===== config.mk =====
export PLATFORM = sky130hd
export DESIGN_NAME = serial_word_deserializer
export DESIGN_NICKNAME = d
export VERILOG_FILES = /design/src/rtl/serial_word_deserializer.sv
export SDC_FILE = /design/constraint.sdc
export NUM_CORES = 1
export LEC_CHECK = 0
export CAP_MARGIN = 15
export CORE_ASPECT_RATIO = 1.4
export CORE_MARGIN = 5
export CORE_UTILIZATION = 40
export DETAILED_ROUTE_END_ITERATION = 10
export PLACE_DENSITY_LB_ADDON = 0.08
export SYNTH_ARGS = -nofsm -noshare
export SYNTH_HDL_FRONTEND = slang
export SYNTH_SLANG_ARGS = --single-unit

===== constraint.sdc =====
create_clock -name clk -period 4.7 [get_ports clk]
set_clock_uncertainty 0.2 [all_clocks]
set_input_delay 1.175 -clock clk [delete_from_list [all_inputs] [get_ports clk]]
set_output_delay 1.175 -clock clk [all_outputs]
set_load 0.01 [all_outputs]

===== src/rtl/serial_word_deserializer.sv =====
// Bit-serial to parallel word deserializer with a one-word output holding register.
// A completed word that cannot be handed off is parked in the shift register, which
// stalls serial input until the output slot frees up.
module serial_word_deserializer #(
  parameter int unsigned N_BITS    = 8,
  parameter bit          MSB_FIRST = 1'b0,
  parameter int unsigned COUNT_W   = 16
) (
  input  logic               clk,
  input  logic               rst,
  input  logic               bit_in,
  input  logic               bit_valid,
  output logic               bit_ready,
  input  logic               abort,
  output logic [N_BITS-1:0]  out_word,
  output logic               word_valid,
  input  logic               word_ready,
  output logic [COUNT_W-1:0] word_count
);

  localparam int unsigned CntW = $clog2(N_BITS);
  localparam logic [CntW-1:0] CntLast = CntW'(N_BITS - 1);

  logic [N_BITS-1:0] sh_q;
  logic [N_BITS-1:0] sh_shifted;
  logic [CntW-1:0]   cnt_q;
  logic              parked_q;

  logic accept;
  logic last_bit;
  logic slot_free;
  logic load_new;
  logic load_parked;
  logic load;

  // Handshake decode and the shift register value after taking bit_in.
  always_comb begin
    slot_free   = !word_valid || word_ready;
    accept      = bit_valid && !parked_q && !abort;
    last_bit    = accept && (cnt_q == CntLast);
    load_new    = last_bit && slot_free;
    // A parked word never moves on an abort cycle; abort discards it instead.
    load_parked = parked_q && slot_free && !abort;
    load        = load_new || load_parked;
    if (MSB_FIRST) begin
      sh_shifted = {sh_q[N_BITS-2:0], bit_in};
    end else begin
      sh_shifted = {bit_in, sh_q[N_BITS-1:1]};
    end
  end

  // Ready depends only on registered state, so no path from word_ready.
  assign bit_ready = !parked_q;

  // Shift register, bit counter, parked flag and the output holding register.
  always_ff @(posedge clk) begin
    if (rst) begin
      sh_q       <= '0;
      cnt_q      <= '0;
      parked_q   <= 1'b0;
      out_word   <= '0;
      word_valid <= 1'b0;
      word_count <= '0;
    end else begin
      if (accept) begin
        sh_q <= sh_shifted;
      end

      if (abort) begin
        cnt_q <= '0;
      end else if (accept) begin
        cnt_q <= last_bit ? '0 : cnt_q + CntW'(1);
      end

      if (abort) begin
        parked_q <= 1'b0;
      end else if (last_bit && !slot_free) begin
        parked_q <= 1'b1;
      end else if (load_parked) begin
        parked_q <= 1'b0;
      end

      if (load) begin
        out_word   <= load_new ? sh_shifted : sh_q;
        word_valid <= 1'b1;
        if (!(&word_count)) begin
          word_count <= word_count + COUNT_W'(1);
        end
      end else if (word_valid && word_ready) begin
        word_valid <= 1'b0;
      end
    end
  end

endmodule


==> metrics.txt, run 1 <==
# TYPE chip_impl_metric gauge
chip_impl_metric{name="io_buffer_count",unit=""} 31
chip_impl_metric{name="synthDistinctLibCells",unit=""} 30
chip_impl_info{name="synth_area_leader_cell",value="dfxtp_1"} 1
chip_impl_metric{name="min_period",unit="ns"} 3.29
chip_impl_metric{name="clock_insertion_delay_worst_skew",unit="ns"} 0.28
chip_impl_metric{name="asyncSetResetFlopFracSynth",unit="%"} 0
chip_impl_metric{name="grt_usage",unit="%"} 14.2
chip_impl_metric{name="syn_area",unit="um2"} 1600
chip_impl_info{name="rsz0062_at_grt",value="false"} 1
chip_impl_metric{name="crit_fanout",unit=""} 15
chip_impl_info{name="critical_path.cell_chain",value="clkdlybuf4s50_1, or3_1, a211o_4, or4_1, a21oi_1"} 1
chip_impl_metric{name="via_count",unit=""} 1439
chip_impl_metric{name="detail_route.vias_per_cell",unit=""} 5.43
chip_impl_metric{name="dp.cells",unit=""} 257
chip_impl_info{name="cp_max_delay_cell",value="or3_1"} 1
chip_impl_metric{name="comb_power_share",unit="%"} 3.1
chip_impl_metric{name="drv.max_cap_violation_count",unit=""} 0
chip_impl_metric{name="syn_area_per_cell",unit="um2"} 8.33
chip_impl_metric{name="core_area",unit="um2"} 3920
chip_impl_metric{name="synth.yosys.warnings",unit=""} 0
chip_impl_metric{name="final_nets",unit=""} 230
chip_impl_metric{name="report.final.setup_viol",unit=""} 0
chip_impl_metric{name="htreeDepth",unit=""} 2
chip_impl_metric{name="dp_hpwl",unit="um"} 2720
chip_impl_metric{name="critical_path_required",unit="ns"} 4.71
chip_impl_metric{name="drtPass1Iterations",unit=""} 4
chip_impl_metric{name="fin_crit_sh",unit="%"} 69.9
chip_impl_metric{name="clk_pin_slew",unit="ns"} 0.08
chip_impl_metric{name="grt_pass1_wl",unit="um"} 6340
chip_impl_metric{name="tritoncts.num_buffers",unit=""} 5
chip_impl_info{name="yosys-top-cells-count",value="37 x dfxtp_1, 33 x nand2_1, 23 x a21oi_1"} 1
chip_impl_metric{name="power.internal",unit="W"} 0.000423
chip_impl_info{name="criticalPathCategory",value="primary input to flop"} 1
chip_impl_info{name="status",value="finished, final reports clean"} 1
chip_impl_metric{name="achievable_clock_frequency",unit="MHz"} 304
chip_impl_metric{name="cellLeakagePower",unit="nW"} 0.659
chip_impl_metric{name="power.density",unit="nW/um2"} 270
chip_impl_info{name="kind_of_start_point_of_the_critical_path",value="primary input"} 1
chip_impl_metric{name="seq_area_frac_synth",unit="%"} 46.3
chip_impl_metric{name="post_drt_wl_per_cell",unit="um"} 13.7
chip_impl_metric{name="post-route-drc-count",unit=""} 0
chip_impl_metric{name="core.rowCount",unit=""} 27
chip_impl_metric{name="syn2layout_area_growth",unit="%"} 25.5
chip_impl_metric{name="postRouteAntennaNets",unit=""} 0
chip_impl_metric{name="grt_pass1_vias",unit=""} 1455
chip_impl_metric{name="timing_worst_slew_pin_value",unit="ns"} 1.02
chip_impl_metric{name="globalRouteOverflowTotal",unit=""} 0
chip_impl_info{name="cts_tree",value="built"} 1
chip_impl_metric{name="timing.slew.headroom",unit="%"} 31.5
chip_impl_metric{name="ios",unit=""} 32
chip_impl_metric{name="power.sequential.fraction",unit="%"} 58.1
chip_impl_metric{name="final_layout_size_suffix_gt1_share",unit="%"} 4.05
chip_impl_info{name="yosys-top-cells-area",value="dfxtp_1 46%, nand2_1 7.7%, a21oi_1 7.2%"} 1
chip_impl_info{name="timing.critical_path.to_type",value="flop"} 1
chip_impl_metric{name="routed_wl",unit="um"} 3640
chip_impl_metric{name="maximum_ir_drop_on_the_vdd_rail",unit="mV"} 0.234
chip_impl_metric{name="initial_drc_count",unit=""} 49
chip_impl_metric{name="netSwitchingFraction",unit="%"} 22.1
chip_impl_metric{name="worst_path_largest_cell_delay",unit="ns"} 0.66
chip_impl_metric{name="cts_hold_buf",unit=""} 0
chip_impl_metric{name="die_w",unit="um"} 63.5
chip_impl_info{name="synth_most_common_cell",value="dfxtp_1"} 1
chip_impl_metric{name="synthDominantCellAreaShare",unit="%"} 46.3
chip_impl_metric{name="synth_edf_count",unit=""} 0
chip_impl_metric{name="setup_tns",unit="ns"} 0
chip_impl_metric{name="final-hold-violation-count",unit=""} 0
chip_impl_metric{name="maxSlewViolCount",unit=""} 0
chip_impl_metric{name="power.net_switching",unit="W"} 0.000120
chip_impl_metric{name="setup_buffers_after_cts",unit=""} 0
chip_impl_metric{name="data_arrival_time_of_the_critical_path",unit="ns"} 3.30
chip_impl_metric{name="floorplan.die.height",unit="um"} 84.8
chip_impl_metric{name="netlist_instances",unit=""} 192
chip_impl_metric{name="floorplan.die_area",unit="um2"} 5380
chip_impl_metric{name="pin_count_of_the_biggest_net_entering_global_routing",unit=""} 29
chip_impl_metric{name="initial_antenna_violation_count",unit=""} 0
chip_impl_metric{name="synth-seq-cells",unit=""} 37
chip_impl_metric{name="cts.repair.resized",unit=""} 0
chip_impl_metric{name="n_antenna_cell",unit=""} 0
chip_impl_info{name="root_buffer",value="clkbuf_8"} 1
chip_impl_metric{name="power.clock.fraction",unit="%"} 38.9
chip_impl_metric{name="cts_sinks",unit=""} 37
chip_impl_metric{name="initial_core_utilization",unit="%"} 40.8
chip_impl_metric{name="gp_congestion",unit=""} 0.845
chip_impl_info{name="timing.hold.worst.class",value="flop to flop"} 1
chip_impl_metric{name="synth.net_count",unit=""} 201
chip_impl_info{name="synth-main-ff-cell",value="dfxtp_1"} 1
chip_impl_metric{name="finalNonFillerCells",unit=""} 265
chip_impl_metric{name="clock_tree.buffer_depth",unit=""} 2
-- power by group through the flow --
stage | sequential (W) | combinational [W] | clock, W
after floorplan | 0.000322 | 0.0000105 | 0
after global placement | 0.000322 | 0.0000161 | 0
after detailed placement | 0.000322 | 0.0000167 | 0
after CTS | 0.000315 | 0.0000167 | 0.000216
after global routing | 0.000315 | 0.0000184 | 0.000233
final | 0.000315 | 0.0000167 | 0.000211
-- worst max-delay path: cells and delay by family --
kind / cells / cell delay (ns)
buffers and inverters: 1 / 0.54
AO/OA/AOI/OAI: 2 / 0.53
AND/OR/NAND/NOR: 2 / 1.06
-- kinds of logic (layout without fill, tap and decap cells) --
| logic type | count (synthesis) | after routing | share of synthesized area (%) |
|---|---|---|---|
| AO/OA/AOI/OAI | 37 | 37 | 13.8 |
| XOR/XNOR | 10 | 10 | 5.47 |
| adder cells (fa/ha/maj) | 3 | 3 | 2.35 |
| buffers and inverters | 14 | 44 | 3.83 |
| flip-flops | 37 | 37 | 46.3 |
| multiplexers | 3 | 3 | 1.95 |
| AND/OR/NAND/NOR | 88 | 88 | 26.3 |
-- cells in the final DEF (no fill, tap or decap) --
| cell type | netlist | routed |
|---|---|---|
| clkbuf_8 | 0 | 5 |
| or3_1 | 2 | 2 |
| nor3_1 | 8 | 8 |
| clkbuf_1 | 8 | 1 |
| and3_1 | 2 | 2 |
| nor3b_1 | 1 | 1 |
| nand2b_1 | 1 | 1 |
| o21ai_0 | 4 | 4 |
| ha_1 | 3 | 3 |
| dfxtp_1 | 37 | 37 |
| mux2_1 | 1 | 1 |
| or4b_1 | 1 | 1 |
| nand3_1 | 5 | 5 |
| clkdlybuf4s50_1 | 0 | 31 |
| and2_1 | 1 | 1 |
| buf_4 | 0 | 1 |
| clkinv_2 | 0 | 2 |
| nor2b_1 | 2 | 2 |
| a22oi_1 | 8 | 8 |
| xnor2_1 | 5 | 5 |
| mux2i_1 | 2 | 2 |
| a21oi_1 | 23 | 23 |
| nor2_1 | 17 | 17 |
| nand4_1 | 7 | 7 |
| or4_1 | 2 | 2 |
| inv_1 | 4 | 4 |
| nor4_1 | 4 | 4 |
| nand2_1 | 33 | 33 |
| xor2_1 | 5 | 5 |
| a211o_4 | 1 | 1 |
| o31ai_1 | 1 | 1 |
| and4_1 | 2 | 2 |
-- per-stage QoR --
| step | power (W) | util (%) | area (um2) | hold WS (ns) | worst slack (ns) |
|---|---|---|---|---|---|
| 4_1_cts | 0.000548 | 51.2 | 2010 | 0.258 | 1.40 |
| 3_3_place_gp | 0.000338 | 49.1 | 1930 | 0.245 | 1.15 |
| 5_1_grt | 0.000566 | 51.2 | 2010 | 0.286 | 1.33 |
| 6_report | 0.000543 | 51.2 | 2010 | 0.255 | 1.41 |
| 3_5_place_dp | 0.000339 | 49.1 | 1930 | 0.247 | 1.09 |
| 2_1_floorplan | 0.000333 | - | 1600 | 0.236 | 1.85 |
-- metal layers --
metal  vias to the layer above  wire, um  track usage, %
li1                        730         -               -
met1                       664      1560            15.8
met5                         -         0               0
met2                        41      1870            25.1
met4                         0        31            3.97
met3                         4       174            5.03
-- flip-flops by register name, indices dropped and copies added (netlist names) --
| name | flops |
|---|---|
| cnt_q | 3 |
| out_word | 8 |
| parked_q | 1 |
| sh_q | 8 |
| word_count | 16 |
| word_valid | 1 |
-- worst paths after layout --
kind	slack [ns]	endpoint	start	cells past startpoint
setup / recovery	1.41	word_count[15]	abort	5
setup reg to reg	2.10	word_count[15]	cnt_q[0]	7
hold reg to reg	0.25	out_word[2]	out_word[2]	2
hold / removal	0.25	out_word[2]	out_word[2]	2
-- final cells by class --
type	count	area [um2]
fillers	386	1910
multi-input cells	141	798
inverters	4	15.0
flip-flops and latches	37	741
clock inverters	2	10.0
clock buffers	6	72.6
repair buffers	32	318
well taps	43	53.8
(Power assumes the default switching activity.)
==> run 2, diff against run 1 <==
clock period = 3 ns   (was 4.7 ns; I/O delays follow)
==> metrics.txt, run 2 (same netlist as run 1, synthesis figures left out) <==
# TYPE chip_impl_metric gauge
chip_impl_info{name="status",value="finished, final reports clean"} 1
chip_impl_metric{name="final_critical_path_setup_slack",unit="ns"} 0.424
chip_impl_metric{name="n_antenna_cell",unit=""} 0
chip_impl_metric{name="cellLeakagePower",unit="nW"} 0.723
chip_impl_metric{name="fin_crit_sh",unit="%"} 85.9
chip_impl_metric{name="ios",unit=""} 32
chip_impl_metric{name="initial_drc_count",unit=""} 43
chip_impl_metric{name="clock_tree.buffer_depth",unit=""} 2
chip_impl_metric{name="dp_hpwl",unit="um"} 2900
chip_impl_info{name="timing.critical_path.to_type",value="flop"} 1
chip_impl_metric{name="drtPass1Iterations",unit=""} 4
chip_impl_info{name="rsz0062_at_grt",value="false"} 1
chip_impl_metric{name="maximum_ir_drop_on_the_vdd_rail",unit="mV"} 0.293
chip_impl_metric{name="htreeDepth",unit=""} 2
chip_impl_metric{name="routed_wl",unit="um"} 3900
chip_impl_metric{name="timing_worst_slew_pin_value",unit="ns"} 0.457
chip_impl_metric{name="floorplan.die.height",unit="um"} 84.8
chip_impl_metric{name="grt_usage",unit="%"} 15.3
chip_impl_metric{name="detail_route.vias_per_cell",unit=""} 5.34
chip_impl_metric{name="setup_tns",unit="ns"} 0
chip_impl_metric{name="dp.cells",unit=""} 265
chip_impl_metric{name="io_buffer_count",unit=""} 31
chip_impl_info{name="biggestRegsByFlops",value="word_count (16), out_word (8), sh_q (8)"} 1
chip_impl_metric{name="achievable_clock_frequency",unit="MHz"} 388
chip_impl_info{name="kind_of_start_point_of_the_critical_path",value="primary input"} 1
chip_impl_metric{name="drv.max_cap_violation_count",unit=""} 0
chip_impl_metric{name="floorplan.die_area",unit="um2"} 5380
chip_impl_metric{name="cts_hold_buf",unit=""} 0
chip_impl_metric{name="globalRouteOverflowTotal",unit=""} 0
chip_impl_metric{name="final_nets",unit=""} 238
chip_impl_metric{name="finalNonFillerCells",unit=""} 273
chip_impl_metric{name="data_arrival_time_of_the_critical_path",unit="ns"} 2.58
chip_impl_metric{name="initial_core_utilization",unit="%"} 40.8
chip_impl_info{name="criticalPathCategory",value="primary input to flop"} 1
chip_impl_metric{name="crit_fanout",unit=""} 7
chip_impl_info{name="root_buffer",value="clkbuf_8"} 1
chip_impl_metric{name="tritoncts.num_buffers",unit=""} 5
chip_impl_metric{name="grt_pass1_wl",unit="um"} 6770
chip_impl_metric{name="maxSlewViolCount",unit=""} 0
chip_impl_metric{name="cts_sinks",unit=""} 37
chip_impl_metric{name="postRouteAntennaNets",unit=""} 0
chip_impl_metric{name="post_drt_wl_per_cell",unit="um"} 14.3
chip_impl_metric{name="core_area",unit="um2"} 3920
chip_impl_metric{name="report.final.setup_viol",unit=""} 0
chip_impl_metric{name="pin_count_of_the_biggest_net_entering_global_routing",unit=""} 17
chip_impl_metric{name="pre_cts_slack",unit="ns"} 0.132
chip_impl_metric{name="die_w",unit="um"} 63.5
chip_impl_metric{name="power.total",unit="W"} 0.00103
chip_impl_metric{name="initial_antenna_violation_count",unit=""} 0
chip_impl_metric{name="post-route-drc-count",unit=""} 0
chip_impl_info{name="layout_common_cells",value="37 x dfxtp_1, 33 x nand2_1, 31 x clkdlybuf4s50_1"} 1
chip_impl_metric{name="cts.repair.resized",unit=""} 0
chip_impl_metric{name="critical_path_required",unit="ns"} 3.01
chip_impl_metric{name="grt_pass1_vias",unit=""} 1555
chip_impl_metric{name="clk_pin_slew",unit="ns"} 0.07
chip_impl_info{name="timing.hold.worst.class",value="flop to flop"} 1
chip_impl_metric{name="power.density",unit="nW/um2"} 484
chip_impl_info{name="largest-register",value="word_count"} 1
chip_impl_metric{name="clock_insertion_delay_worst_skew",unit="ns"} 0.28
chip_impl_info{name="cts_tree",value="built"} 1
chip_impl_metric{name="gp_congestion",unit=""} 0.876
chip_impl_metric{name="reg2reg_depth",unit=""} 7
chip_impl_metric{name="final-hold-violation-count",unit=""} 0
chip_impl_metric{name="timing.slew.headroom",unit="%"} 69.5
chip_impl_info{name="leading_cell_type_in_the_layout_fill_and_taps_excluded",value="dfxtp_1"} 1
chip_impl_metric{name="min_period",unit="ns"} 2.58
chip_impl_metric{name="via_count",unit=""} 1459
chip_impl_metric{name="min_delay_path_depth",unit=""} 2
chip_impl_metric{name="setup_buffers_after_cts",unit=""} 0
chip_impl_metric{name="syn2layout_area_growth",unit="%"} 32.4
chip_impl_metric{name="core.rowCount",unit=""} 27
chip_impl_metric{name="final_layout_size_suffix_gt1_share",unit="%"} 7.83
chip_impl_metric{name="largest_register_ff_count",unit=""} 16
-- run 2: cell count changes in the layout (fill, tap and decap cells not counted), sizes merged --
| cell | before | now |
|---|---|---|
| buf | 1 | 9 |
| bufinv | 0 | 2 |
| clkbuf | 6 | 5 |
| clkinv | 2 | 1 |
-- run 2: per-stage QoR --
step           cell area [um2]  utilization [%]  hold slack [ns]
2_1_floorplan             1600                -            0.236
3_3_place_gp              1990             50.7            0.243
3_5_place_dp              1990             50.7            0.247
4_1_cts                   2120             54.1            0.258
5_1_grt                   2120             54.1            0.281
6_report                  2120             54.1            0.256
-- run 2: report_power, final --
| group | internal [W] | switching [W] |
|---|---|---|
| logic | 0.0000119 | 0.0000176 |
| registers | 0.000492 | 0.00000139 |
| clock network | 0.000330 | 0.000173 |
| total | 0.000834 | 0.000192 |
-- run 2: path summary, 6_finish.rpt --
check	slack, ns	start	endpoint
worst max-delay path	0.42	bit_valid	word_count[15]
worst min-delay path	0.26	out_word[3]	out_word[3]
worst max register to register	0.65	cnt_q[0]	word_count[15]
worst min register to register	0.26	out_word[3]	out_word[3]
-- run 2: worst max-delay path: stages --
cell and delay [ns]:
clkdlybuf4s50_1 0.50, a21oi_1 0.11, or3_1 0.37, a211o_4 0.31, or4_1 0.40, a21oi_1 0.15
-- run 2: cell type report --
| type | count | area, um2 |
|---|---|---|
| Fill cell | 359 | 1800 |
| Inverter | 4 | 15.0 |
| Clock buffer | 5 | 68.8 |
| Multi-Input combinational cell | 141 | 798 |
| Sequential cell | 37 | 741 |
| Timing Repair Buffer | 40 | 378 |
| Tap cell | 43 | 53.8 |
| Clock inverter | 3 | 65.1 |
-- run 2: layer usage --
| metal | share of wire, % | wire, um | global-route usage [%] | vias to the layer above |
|---|---|---|---|---|
| li1 | - | - | - | 744 |
| met3 | 4.1 | 160 | 4.77 | 2 |
| met4 | 0.59 | 23 | 6.24 | 0 |
| met5 | 0 | 0 | 0 | - |
| met2 | 55 | 2150 | 28.4 | 27 |
| met1 | 40 | 1560 | 15.5 | 686 |
